--- config.mk ---
export PLATFORM = sky130hd
export DESIGN_NAME = readout_sequencer_flat
export DESIGN_NICKNAME = d
export VERILOG_FILES = /design/src/rtl/readout_sequencer_if.sv /design/src/rtl/readout_sequencer.sv /design/src/flat_wrapper.sv
export SDC_FILE = /design/constraint.sdc
export NUM_CORES = 1
export LEC_CHECK = 0
export CORE_AREA = 4 4 74 127
export DETAILED_ROUTE_END_ITERATION = 12
export DIE_AREA = 0 0 78 131
export DONT_BUFFER_PORTS = 1
export SLEW_MARGIN = 40
export SYNTH_ARGS = -nofsm -noshare
export SYNTH_HDL_FRONTEND = slang
export SYNTH_SLANG_ARGS = --single-unit
--- constraint.sdc ---
create_clock -name clk -period 2.25 [get_ports clk]
set_input_delay 0.3375 -clock clk [delete_from_list [all_inputs] [get_ports clk]]
set_output_delay 0.3375 -clock clk [all_outputs]
set_load 0.02 [all_outputs]
--- src/rtl/readout_sequencer_if.sv ---
// rtl/readout_sequencer_if.sv - channel bus and output stream bundle for readout_sequencer
//
// Signals:
//   ch_trigger      [NCH]        trigger pulse to masked channels
//   ch_read_request [NCH]        one-hot read request to the selected channel
//   ch_rd_strobe                 current channel word consumed
//   ch_ro_enable    [NCH]        per-channel readout-enable
//   ch_rodone_n     [NCH]        per-channel readout done, active-low
//   ch_data         [NCH*WIDTH]  per-channel sample bus, channel i at [i*WIDTH +: WIDTH]
//   out_data/out_valid/out_ready output sample stream, valid-ready
// Modports: master = sequencer side, slave = channels plus stream sink.

interface readout_sequencer_if #(
    parameter int NCH   = 4,
    parameter int WIDTH = 12
);
    logic [NCH-1:0]       ch_trigger;
    logic [NCH-1:0]       ch_read_request;
    logic                 ch_rd_strobe;
    logic [NCH-1:0]       ch_ro_enable;
    logic [NCH-1:0]       ch_rodone_n;
    logic [NCH*WIDTH-1:0] ch_data;
    logic [WIDTH-1:0]     out_data;
    logic                 out_valid;
    logic                 out_ready;

    modport master (
        output ch_trigger, ch_read_request, ch_rd_strobe, out_data, out_valid,
        input  ch_ro_enable, ch_rodone_n, ch_data, out_ready
    );

    modport slave (
        input  ch_trigger, ch_read_request, ch_rd_strobe, out_data, out_valid,
        output ch_ro_enable, ch_rodone_n, ch_data, out_ready
    );
endinterface

--- src/rtl/readout_sequencer.sv ---
// rtl/readout_sequencer.sv - multi-channel digitizer frame readout sequencer
//
// Ports:
//   clk           system clock
//   reset_n       synchronous active-low reset
//   trigger_in    start one frame readout (honoured only when idle)
//   ch_mask       channels included in the frame, latched at frame start
//   words_per_ch  samples read per channel, latched at frame start
//   bus           readout_sequencer_if.master: channel handshake and output stream
//   busy          high whenever the sequencer is not idle
//   frame_done    one-cycle pulse at end of frame
//   timeout_err   sticky per-channel timeout flags, cleared at frame start
// Build option: CHANNEL_HEADER_EN emits a {4'hA, channel index} header word
// ahead of each channel's samples.

module readout_sequencer #(
    parameter int NCH   = 4,
    parameter int WIDTH = 12,
    parameter int SIZE  = 12
) (
    input  logic                 clk,
    input  logic                 reset_n,
    input  logic                 trigger_in,
    input  logic [NCH-1:0]       ch_mask,
    input  logic [SIZE-1:0]      words_per_ch,
    readout_sequencer_if.master  bus,
    output logic                 busy,
    output logic                 frame_done,
    output logic [NCH-1:0]       timeout_err
);
    localparam int IDXW = (NCH > 1) ? $clog2(NCH) : 1;

    typedef enum logic [2:0] {
        IDLE, ARM, WAIT_RO, READ, NEXT, DONE
    } state_t;

    state_t state, state_d;

    logic [NCH-1:0]   mask_q;
    logic [SIZE-1:0]  words_q;
    logic [SIZE-1:0]  cnt;
    logic [7:0]       tmo;
    logic [IDXW-1:0]  idx;
    logic [WIDTH-1:0] out_data_q;
    logic             out_valid_q;

    logic             can_load;
    logic             ld_word;
    logic             latch_cfg;
    logic             clr_cnt;
    logic             clr_tmo;
    logic             inc_tmo;
    logic             set_tmo_err;
    logic             sel_ld;
    logic [IDXW-1:0]  sel_d;
    logic [NCH-1:0]   trig_o;
    logic [NCH-1:0]   req_o;
    logic [IDXW:0]    first_ch;
    logic [IDXW:0]    next_ch;
    logic [SIZE:0]    cnt_inc;
    logic             ro_en_sel;
    logic             rodone_sel;

`ifdef CHANNEL_HEADER_EN
    logic             hdr_pend;
    logic             hdr_set;
    logic             ld_hdr;
    logic [WIDTH-1:0] hdr_word;
    assign hdr_word = {4'hA, (WIDTH-4)'(idx)};
`endif

    // Lowest set bit of m at position >= start; MSB of the result is the found flag.
    function automatic logic [IDXW:0] find_from(input logic [NCH-1:0] m, input int start);
        logic [IDXW:0] r;
        r = '0;
        for (int i = NCH - 1; i >= 0; i--) begin
            if (i >= start && m[i]) begin
                r = {1'b1, IDXW'(i)};
            end
        end
        return r;
    endfunction

    // A new word may enter the output register if it is empty or being drained this cycle.
    assign can_load   = !out_valid_q || bus.out_ready;
    assign cnt_inc    = {1'b0, cnt} + (SIZE+1)'(1);
    assign ro_en_sel  = bus.ch_ro_enable[idx];
    assign rodone_sel = bus.ch_rodone_n[idx];
    assign first_ch   = find_from(ch_mask, 0);
    assign next_ch    = find_from(mask_q, int'(idx) + 1);

    always_ff @(posedge clk) begin
        if (!reset_n) begin
            state <= IDLE;
        end else begin
            state <= state_d;
        end
    end

    always_comb begin
        state_d     = state;
        ld_word     = 1'b0;
        latch_cfg   = 1'b0;
        clr_cnt     = 1'b0;
        clr_tmo     = 1'b0;
        inc_tmo     = 1'b0;
        set_tmo_err = 1'b0;
        sel_ld      = 1'b0;
        sel_d       = idx;
        trig_o      = '0;
        req_o       = '0;
        frame_done  = 1'b0;
`ifdef CHANNEL_HEADER_EN
        hdr_set     = 1'b0;
        ld_hdr      = 1'b0;
`endif
        case (state)
            IDLE: begin
                if (trigger_in) state_d = ARM;
            end
            ARM: begin
                trig_o    = ch_mask;
                latch_cfg = 1'b1;
                clr_cnt   = 1'b1;
                clr_tmo   = 1'b1;
                if (first_ch[IDXW] && words_per_ch != '0) begin
                    sel_ld  = 1'b1;
                    sel_d   = first_ch[IDXW-1:0];
                    state_d = WAIT_RO;
                end else begin
                    state_d = DONE;
                end
            end
            WAIT_RO: begin
                req_o[idx] = 1'b1;
                if (ro_en_sel) begin
                    clr_tmo = 1'b1;
                    state_d = READ;
`ifdef CHANNEL_HEADER_EN
                    hdr_set = 1'b1;
`endif
                end else if (tmo == 8'hFF) begin
                    set_tmo_err = 1'b1;
                    state_d     = NEXT;
                end else begin
                    inc_tmo = 1'b1;
                end
            end
            READ: begin
                req_o[idx] = 1'b1;
`ifdef CHANNEL_HEADER_EN
                if (hdr_pend) begin
                    ld_hdr = can_load;
                end else
`endif
                begin
                    ld_word = ro_en_sel && can_load;
                    // Count-complete and short-channel done both land here, so
                    // coincident conditions still produce a single exit.
                    if ((ld_word && cnt_inc == {1'b0, words_q}) || !rodone_sel) begin
                        state_d = NEXT;
                    end
                end
            end
            NEXT: begin
                clr_cnt = 1'b1;
                clr_tmo = 1'b1;
                if (next_ch[IDXW]) begin
                    sel_ld  = 1'b1;
                    sel_d   = next_ch[IDXW-1:0];
                    state_d = WAIT_RO;
                end else begin
                    state_d = DONE;
                end
            end
            DONE: begin
                if (!out_valid_q) begin
                    frame_done = 1'b1;
                    state_d    = IDLE;
                end
            end
            default: state_d = IDLE;
        endcase
    end

    always_ff @(posedge clk) begin
        if (!reset_n) begin
            mask_q      <= '0;
            words_q     <= '0;
            cnt         <= '0;
            tmo         <= '0;
            idx         <= '0;
            out_data_q  <= '0;
            out_valid_q <= 1'b0;
            timeout_err <= '0;
`ifdef CHANNEL_HEADER_EN
            hdr_pend    <= 1'b0;
`endif
        end else begin
            if (latch_cfg) begin
                mask_q      <= ch_mask;
                words_q     <= words_per_ch;
                timeout_err <= '0;
            end
            if (set_tmo_err) timeout_err[idx] <= 1'b1;
            if (sel_ld) idx <= sel_d;

            if (clr_cnt)      cnt <= '0;
            else if (ld_word) cnt <= cnt + SIZE'(1);

            if (clr_tmo)      tmo <= '0;
            else if (inc_tmo) tmo <= tmo + 8'd1;

            if (ld_word) begin
                out_data_q  <= bus.ch_data[int'(idx)*WIDTH +: WIDTH];
                out_valid_q <= 1'b1;
`ifdef CHANNEL_HEADER_EN
            end else if (ld_hdr) begin
                out_data_q  <= hdr_word;
                out_valid_q <= 1'b1;
`endif
            end else if (out_valid_q && bus.out_ready) begin
                out_valid_q <= 1'b0;
            end

`ifdef CHANNEL_HEADER_EN
            if (hdr_set)     hdr_pend <= 1'b1;
            else if (ld_hdr) hdr_pend <= 1'b0;
`endif
        end
    end

    assign busy                = (state != IDLE);
    assign bus.ch_trigger      = trig_o;
    assign bus.ch_read_request = req_o;
    assign bus.ch_rd_strobe    = ld_word;
    assign bus.out_data        = out_data_q;
    assign bus.out_valid       = out_valid_q;

endmodule
--- src/flat_wrapper.sv ---
// flat-port wrapper written by rule: the top's interface ports become plain ports
module readout_sequencer_flat 
#(
    parameter int NCH   = 4,
    parameter int WIDTH = 12,
    parameter int SIZE  = 12
)
  (clk, reset_n, trigger_in, ch_mask, words_per_ch, busy, frame_done, timeout_err, bus_ch_trigger, bus_ch_read_request, bus_ch_rd_strobe, bus_out_data, bus_out_valid, bus_ch_ro_enable, bus_ch_rodone_n, bus_ch_data, bus_out_ready);
  readout_sequencer_if #(.NCH(NCH), .WIDTH(WIDTH)) bus_i ();
  input  logic clk;
  input  logic reset_n;
  input  logic trigger_in;
  input  logic [NCH-1:0] ch_mask;
  input  logic [SIZE-1:0] words_per_ch;
  output logic busy;
  output logic frame_done;
  output logic [NCH-1:0] timeout_err;
  output wire logic [$bits(bus_i.ch_trigger)-1:0] bus_ch_trigger;
  output wire logic [$bits(bus_i.ch_read_request)-1:0] bus_ch_read_request;
  output wire logic [$bits(bus_i.ch_rd_strobe)-1:0] bus_ch_rd_strobe;
  output wire logic [$bits(bus_i.out_data)-1:0] bus_out_data;
  output wire logic [$bits(bus_i.out_valid)-1:0] bus_out_valid;
  input wire logic [$bits(bus_i.ch_ro_enable)-1:0] bus_ch_ro_enable;
  input wire logic [$bits(bus_i.ch_rodone_n)-1:0] bus_ch_rodone_n;
  input wire logic [$bits(bus_i.ch_data)-1:0] bus_ch_data;
  input wire logic [$bits(bus_i.out_ready)-1:0] bus_out_ready;
  assign bus_ch_trigger = bus_i.ch_trigger;
  assign bus_ch_read_request = bus_i.ch_read_request;
  assign bus_ch_rd_strobe = bus_i.ch_rd_strobe;
  assign bus_out_data = bus_i.out_data;
  assign bus_out_valid = bus_i.out_valid;
  assign bus_i.ch_ro_enable = bus_ch_ro_enable;
  assign bus_i.ch_rodone_n = bus_ch_rodone_n;
  assign bus_i.ch_data = bus_ch_data;
  assign bus_i.out_ready = bus_out_ready;
  readout_sequencer #(.NCH(NCH), .WIDTH(WIDTH), .SIZE(SIZE)) u_core (.clk(clk), .reset_n(reset_n), .trigger_in(trigger_in), .ch_mask(ch_mask), .words_per_ch(words_per_ch), .bus(bus_i), .busy(busy), .frame_done(frame_done), .timeout_err(timeout_err));
endmodule
### Word-level counts from Yosys, hierarchy flattened

Index checks and enable logic that the tools add are counted.

* bits of input ports: 76
* output and inout bits: 28
* register bits: 58

* reduce and logical (&&, ||, !) cells: 24
* mux-type cells: 48
* shift operators: 1
* multipliers: 1
* bitwise gates (word level): 2
* order comparisons: 6
* add/sub/neg operators: 4
* equality and inequality tests: 13

Operators by type and width (number)
* $ge A3 B32 Y1 const A: 2
* $shiftx A48 B32 Y12: 1
* $mux W3: 15
* $ge A1 B32 Y1 const A: 1
* $ge A2 B32 Y1 const A: 1
* $mux W4: 5
* $mux W1: 19
* $pmux W3 S6: 1
* $add A12 B1 Y13 const B: 1
* $eq A13 B12 Y1: 1
* $add A12 B1 Y12 const B: 1
* $reduce_bool A12 Y1: 1
* $logic_and A1 B1 Y1: 9
* $add A8 B1 Y8 const B: 1
* $eq A8 B8 Y1 const B: 1
* $reduce_and A4 Y1: 2
* $reduce_or A2 Y1: 4
* $eq A3 B2 Y1 const B: 2
* $eq A3 B3 Y1 const B: 2
* $ne A2 B1 Y1 const B: 3
* $bmux W1 S2: 2
* $mul A2 B2 Y4 const B: 1
* $mux W2: 2
* $ne A2 B2 Y1 const B: 2
* other kinds (15): 19

### Logic depth before layout (Yosys ltp)

Gate-level depths: netlist of the first run.

* word-level depth: 10
* gate-level depth with buffers: 9
* gate-level depth less buffers: 7

### Least setup slack after synthesis of the first run

OpenSTA, ideal clock, no wires.

* path type: register to register
* start: register u_core.idx[0]
* end: register u_core.tmo[5]
* setup slack: 0.126 ns
* library setup time: 0.071 ns
* data required time: 2.179 ns
* cell stages (with the launch flop): 7
* clock period less this slack: 2.124 ns
* data arrival time: 2.053 ns
* path through: dfxtp_1 -> buf_6 -> mux4_2 -> a2111oi_4 -> nand4_2 -> or3_1 -> a21oi_1

* longest elaborated chain between the ends: 5

Ends and longest elaborated chain
* start: declaration: line readout_sequencer.sv:43 `logic [IDXW-1:0] idx;`
* start signal: assignment: line readout_sequencer.sv:206 `if (sel_ld) idx <= sel_d;`
* $bmux W1 S2 (*): line readout_sequencer.sv:87 `assign ro_en_sel = bus.ch_ro_enable[idx];`
* $mux W1 (implied by the code) (*): line readout_sequencer.sv:87
* $mux W1: line readout_sequencer.sv:136 `if (ro_en_sel) begin`
* $pmux W1 S2: line readout_sequencer.sv:117 `case (state)`
* $reduce_or A2 Y1 (no line)
* end signal: assignment: line readout_sequencer.sv:212 `else if (inc_tmo) tmo <= tmo + 8'd1;`
* end: declaration: line readout_sequencer.sv:42 `logic [7:0] tmo;`

Mark *: on every way between the ends. The rest lies on a longest branch, timed or not. The select of a mux whose other input is x is not followed.
A chain may end at the register's enable or synchronous reset.

### Final worst setup path of the first run

Same ends and word-level chain as after synthesis.

==> metrics.md, run 1 <==
| Metric | Value |
|---|---|
| Maximum VDD drop | `0.5807 mV` |
| CTS Buffer Depth | `2` |
| Clock root buffer | `clkbuf_16` |
| Unrepaired setup endpoints after global routing | `yes` |
| Tcrit/Tclk final | `0.9730` |
| Mean Syn Cell Area | `8.499 µm²` |
| H-tree Lvls | `3` |
| Syn Nets | `approximately 460` |
| Clock transition at path regs | `0.05 ns` |
| DRT iter0 DRCs | `89` |
| CTS sink count | `57` |
| Number of port buffers | `0` |
| Initial Util | `0.3946` |
| Fin crit period | `2.189 ns` |
| Synth warn | `0` |
| Area of the core | `between 8000 and 9000 µm²` |
| Hold_buf cts | `0` |
| Post-synthesis adder-cell area fraction | `0.007628` |
| DRT Pass-1 Iters | `4` |
| Pwr/cell area | `between 900 and 1000 nW/µm²` |
| DRC | `0` |
| P&R area growth vs syn | `15.79%` |
| Synth top cells by count | `71 x nand2_1, 57 x dfxtp_1, 32 x nor2_1` |
| Via count | `about 2.8k` |
| Worst skew pair latency | `between 0.3 and 0.4 ns` |
| Worst Skew | `0.006024 ns` |
| Lkg Pwr | `between 1 and 1.5 nW` |
| Synth Area in Simple Gates | `0.2551` |
| Slew Viols, Final | `0` |
| Remaining antenna violation count | `0` |
| Yosys top cell by area | `dfxtp_1` |
| Achievable Freq | `456.8 MHz` |
| CTS tree | `yes` |
| Row cnt | `44` |
| Count leader, synth | `nand2_1` |
| Vias in the first global route | `2872` |
| Filler instances | `between 800 and 900` |
| Final net count | `473` |
| Hpwl dp | `approximately 6.6 mm` |
| Max_cap viols | `0` |
| Final Hold Vio Count | `0` |
| Worst Setup End Kind | `flip-flop` |
| WL final | `8.654 mm` |
| Placed cell area | `3476 µm²` |
| Worst Tran Pin Value | `0.5549 ns` |
| Critical path type | `reg2reg` |
| Final setup violation count | `0` |
| CP arrival | `2.44 ns` |
| Final instance area | `3799 µm²` |
| Seq/Total Area, Yosys | `0.3478` |
| Num CTS Buffers | `9` |
| GRT Util Overall | `0.1733` |
| Status | `completed` |
| R2r worst-path depth | `6` |
| Number of synthesized flops with an enable pin | `0` |
| Global route overflow | `0` |
| Post-synthesis compound-gate area fraction | `0.1571` |
| Startpoint Class | `flip-flop` |
| CP Max Fanout | `4` |
| Mux share of post-synthesis cell area | `0.1053` |
| CP Data Required Time | `2.50 ns` |
| Via/cell ratio | `~5.5` |
| Final GP Congestion | `0.8589` |
| Final TNS setup | `0 ns` |
| Largest family of logic cells by synthesized area | `simple AND/OR/NAND/NOR gates` |
| Largest net degree at the start of global routing | `40` |
| Post-Syn Area | `3281 µm²` |
| Relative slew margins | `0.6287` |
| Wire per inst | `around 17 µm` |
| Worst Hold Depth | `1` |
| Share of the synthesized area in the top cell type | `0.3478` |
| Cells after synthesis | `386` |
| Yosys cell types | `49` |
| Die X | `~78 µm` |
| Initial antenna violation count | `0` |
| N_diodes | `0` |
| Async set-or-reset flop fraction in the synthesized netlist | `0` |
| Die Y | `131 µm` |
| XOR/XNOR Fraction of Synth Area | `0.08543` |
| Top FF cell, synth | `dfxtp_1` |
| First-pass GRT wire length | `13.63 mm` |
| Layout cell share with drive strength beyond 1 | `0.1612` |
| IO Count | `roughly 100` |
| Synth Register Bits | `57` |
| Hold Path Class | `in2reg` |
| Die area | `10220 µm²` |
| Top area cells in the synthesized netlist | `dfxtp_1 35%, mux4_2 9.6%, nand2_1 8.1%` |
layout by cell type, fill, tap and decap left out, drive strengths merged, types with 3 or more instances in the layout:
cell and n:
xor2 13, and3 5, and4 3, nand2b 4, nor2 32, mux4 14, nor4 7, a21boi 25
dfxtp 57, mux2i 3, buf 23, nor2b 7, xnor2 19, nand3 8, o21a 3, nand4 7
o21ai 12, a21oi 12, inv 8, nor3 9, nand2 71, or3 7, and2 3, clkbuf 12
a32oi 4
state kept, by name (all words and copies together) (netlist names), 2 cells and up:
name	cells
u_core.bus.out_data	12
u_core.tmo	8
u_core.timeout_err	4
u_core.idx	2
u_core.cnt	12
u_core.mask_q	3
u_core.state	3
u_core.words_q	12
final cells by class:
cell class | instances | area, µm² | share of cell area
multi-input cells | 296 | 2047 | 0.5389
flip-flops and latches | 57 | 1144 | 0.3011
clock buffers | 12 | 246.5 | 0.06489
repair buffers | 23 | 180.2 | 0.04743
well taps | 115 | 143.9 | 0.03788
inverters | 8 | 32.53 | 0.008564
clock inverters | 1 | 5.005 | 0.001318
where the power goes:
group | internal [W] | leakage (nW) | switching (W) | total, W
logic | 0.000558 | 0.708 | 0.000737 | 0.00129
registers | 0.00113 | 0.463 | 0.000154 | 0.00129
clock network | 0.000751 | 0.124 | 0.000425 | 0.00118
total | 0.00244 | 1.29 | 0.00132 | 0.00376
kinds of logic (layout without fill, tap and decap cells):
family	after synthesis	after routing
AO/OA/AOI/OAI	72	72
XOR/XNOR	32	32
buffers and inverters	33	44
adder cells (fa/ha/maj)	2	2
multiplexers	17	17
AND/OR/NAND/NOR	173	173
flip-flops	57	57
per-stage QoR:
| stage | hold WS (ns) | total power (W) | util | instances | setup slack (ns) |
|---|---|---|---|---|---|
| after global routing | 0.1205 | 0.003976 | 0.4570 | 512 | -0.02630 |
| final | 0.1321 | 0.003759 | 0.4570 | 512 | 0.06081 |
| after floorplan | 0.4522 | 0.002230 | - | 386 | 0.1259 |
| after detailed placement | 0.4640 | 0.002541 | 0.4181 | 497 | -0.07885 |
| after global placement | 0.4619 | 0.002521 | 0.4181 | 497 | -0.05415 |
| after CTS | 0.1215 | 0.003761 | 0.4521 | 511 | 0.009344 |
timing repair:
item	CTS	global route
setup buffers	1	2
endpoints found under the setup margin	4	4
pin swaps	0	3
gates cloned	0	0
gates resized for setup	6	8
worst max-delay path, cell delays in order, from the launching register on:
cell	delay, ns
dfxtp_2	0.33
mux4_2	0.54
buf_6	0.15
a2111oi_4	0.39
nand4_2	0.21
or3_1	0.35
a21oi_1	0.15
final timing paths:
| path | slack (ns) | to | start |
|---|---|---|---|
| setup reg to reg | 0.06 | u_core.tmo[5] | u_core.idx[0] |
| hold / removal | 0.13 | u_core.mask_q[2] | reset_n |
| setup / recovery | 0.06 | u_core.tmo[5] | u_core.idx[0] |
| hold reg to reg | 0.47 | u_core.words_q[1] | u_core.words_q[1] |
layer usage:
layer	track usage	vias up	share of wire
met5	0	-	0
met4	0.1215	0	0.040
met3	0.05281	21	0.064
met2	0.3045	87	0.53
met1	0.1738	1340	0.37
li1	-	1371	-
(Power assumes the default switching activity.)
==> run 2, diff against run 1 <==
--- a/config.mk
+++ b/config.mk
@@ -9,6 +9,7 @@
 export DETAILED_ROUTE_END_ITERATION = 12
 export DIE_AREA = 0 0 78 131
 export DONT_BUFFER_PORTS = 1
+export SETUP_SLACK_MARGIN = 0.15
 export SLEW_MARGIN = 40
 export SYNTH_ARGS = -nofsm -noshare
 export SYNTH_HDL_FRONTEND = slang
==> run 2 against run 1 <==
- count of clock-buffer cells in the layout stayed put
- sequential cell count did not move
- setup slack gained 0.086 ns
- largest cell class unchanged
- largest power group is now clock
==> metrics.md, run 2 (same netlist as run 1, synthesis figures left out) <==
| Metric | Value |
|---|---|
| Worst reg2reg startpoint | `u_core.cnt[0]` |
| CP arrival | `1.77 ns (-0.67 ns)` |
| Wire per inst | `16.92 µm (+0.10%)` |
| Post-layout util | `0.4731 (+0.01610)` |
| CTS Buffer Depth | `2 (unchanged)` |
| Critical path type | `reg2out` |
| Initial antenna violation count | `0 (unchanged)` |
| Final Hold Vio Count | `0 (unchanged)` |
| DRT iter0 DRCs | `145 (+63%)` |
| Worst hold path startpoint | `reset_n` |
| CTS tree | `yes` |
| WHS Endpoint | `u_core.mask_q[3]` |
| Tcrit/Tclk final | `0.9347 (-0.03828)` |
| Clock transition at path regs | `0.05 ns (about the same)` |
| N_diodes | `0 (unchanged)` |
| Worst Tran Pin Value | `0.4789 ns (-0.07599 ns)` |
| Pwr/cell area | `1038 nW/µm² (+4.9%)` |
| Fin crit period | `2.103 ns (-0.08612 ns)` |
| Via/cell ratio | `5.492 (-0.25%)` |
| Lkg Pwr | `1.368 nW (+5.6%)` |
| Slew Viols, Final | `0 (unchanged)` |
| Startpoint Class | `flip-flop` |
| Hold Path Class | `in2reg` |
| Die X | `78 µm (unchanged)` |
| Global route overflow | `0 (unchanged)` |
| Maximum VDD drop | `0.5924 mV (+2.0%)` |
| Relative slew margins | `0.6799 (+0.05125)` |
| Layout cell share with drive strength beyond 1 | `0.1916 (+0.03044)` |
| First-pass GRT wire length | `14.21 mm (+4.3%)` |
| Most common cell after layout, fill and taps aside | `nand2_1` |
| Area of the core | `8313 µm² (unchanged)` |
| DRT Pass-1 Iters | `4 (unchanged)` |
| Hpwl dp | `6.490 mm (-1.2%)` |
| CP Max Fanout | `8 (+4)` |
| IO Count | `104 (unchanged)` |
| Remaining antenna violation count | `0 (unchanged)` |
| Worst Hold Depth | `1 (unchanged)` |
| Vias in the first global route | `2927 (+1.9%)` |
| CTS sink count | `57 (unchanged)` |
| Clock root buffer | `clkbuf_16` |
| Final TNS setup | `0 ns (unchanged)` |
| CP Data Required Time | `1.91 ns (-0.59 ns)` |
| Achievable Freq | `475.5 MHz (+4.1%)` |
| Worst Setup End Kind | `output pin` |
| Status | `completed` |
| Final setup violation count | `0 (unchanged)` |
| Initial Util | `0.3946 (unchanged)` |
| Min Hold Slack | `0.1260 ns (-0.006056 ns)` |
| Worst skew pair latency | `0.34 ns (about the same)` |
| Largest net degree at the start of global routing | `40 (unchanged)` |
| H-tree Lvls | `3 (unchanged)` |
| Worst Skew | `0.007599 ns (+0.001575 ns)` |
| R2R Setup Slk | `0.20 ns (+0.14 ns)` |
| Num CTS Buffers | `9 (unchanged)` |
| RR Endpoint | `u_core.state[2]` |
| DRC | `0 (unchanged)` |
| Row cnt | `44 (unchanged)` |
| Final GP Congestion | `0.8206 (-4.5%)` |
| Hold_buf cts | `0 (unchanged)` |
| Highest-count cells in the layout ignoring fill and taps | `70 x nand2_1, 54 x dfxtp_1, 30 x nor2_1, 30 x buf_4, 25 x a21boi_0` |
| P&R area growth vs syn | `19.87%` |
| Max_cap viols | `0 (unchanged)` |
| GRT Util Overall | `0.1784 (+0.005063)` |
| WL final | `8.832 mm (+2.1%)` |
| Die area | `10220 µm² (unchanged)` |
| Number of port buffers | `0 (unchanged)` |
| Unrepaired setup endpoints after global routing | `yes` |
| Die Y | `131 µm (unchanged)` |
| Final net count | `481 (+1.7%)` |
| R2r worst-path depth | `8 (+2)` |
| Via count | `2867 (+1.7%)` |
[run 2: cell types whose count changed in the layout (fill, tap and decap cells not counted), sizes merged]
cell      delta
buf          +7
inv          -1
bufinv       +2
clkinvlp     +2
[run 2: worst max-delay path by stage]
stage                  start          endpoint  depth (start not counted)
2_1_floorplan  u_core.cnt[0]   u_core.state[2]                          7
3_3_place_gp   u_core.cnt[2]   u_core.state[2]                          7
3_5_place_dp   u_core.cnt[3]   u_core.state[2]                          7
4_1_cts        u_core.idx[0]  bus_ch_rd_strobe                          4
5_1_grt        u_core.idx[0]  bus_ch_rd_strobe                          4
6_report       u_core.idx[0]  bus_ch_rd_strobe                          4
[run 2: area by class of cell]
class | instances | area (µm²)
clock buffers | 12 | 246.5
well taps | 115 | 143.9
multi-input cells | 296 | 2068
repair buffers | 30 | 225.2
clock inverters | 3 | 65.06
fillers | 814 | 4380
repair inverters | 1 | 5.005
inverters | 8 | 33.78
flip-flops and latches | 57 | 1145
[run 2: timing repair]
| item | in CTS | in global routing |
|---|---|---|
| gates resized for setup | 10 | 7 |
| pin swaps | 0 | 4 |
| setup endpoints to repair | 23 | 12 |
| buffers inserted | 2 | 2 |
| gates cloned | 1 | 0 |
[run 2: metrics by stage]
step,total power (W),area (µm²),cells,worst slack [ns]
floorplan,0.002231,3282,386,0.1689
global placement,0.002559,3513,502,-0.004647
detailed placement,0.002580,3513,502,-0.002101
CTS,0.004081,3880,520,0.1129
global route,0.004300,3933,522,0.08431
finish,0.004083,3933,522,0.1469
[run 2: worst max-delay path: stages (launching register included)]
cell and delay [ns]:
dfxtp_2 0.33, mux4_2 0.50, and3b_2 0.25, nand3_4 0.09, clkinvlp_4 0.26
[run 2: power breakdown]
| group | internal [W] | total, W | switching (W) |
|---|---|---|---|
| clock network | 0.000990 | 0.00145 | 0.000462 |
| registers | 0.00113 | 0.00128 | 0.000143 |
| logic | 0.000597 | 0.00136 | 0.000758 |
[run 2: layer usage]
metal / routed length [µm] / share of wire / global-route usage / up-vias
met3: 635 / 0.072 / 0.05556 / 24
li1: - / - / - / 1391
met2: 4636 / 0.52 / 0.3076 / 110
met5: 0 / 0 / 0 / -
met1: 3246 / 0.37 / 0.1876 / 1342
met4: 314 / 0.036 / 0.1143 / 0
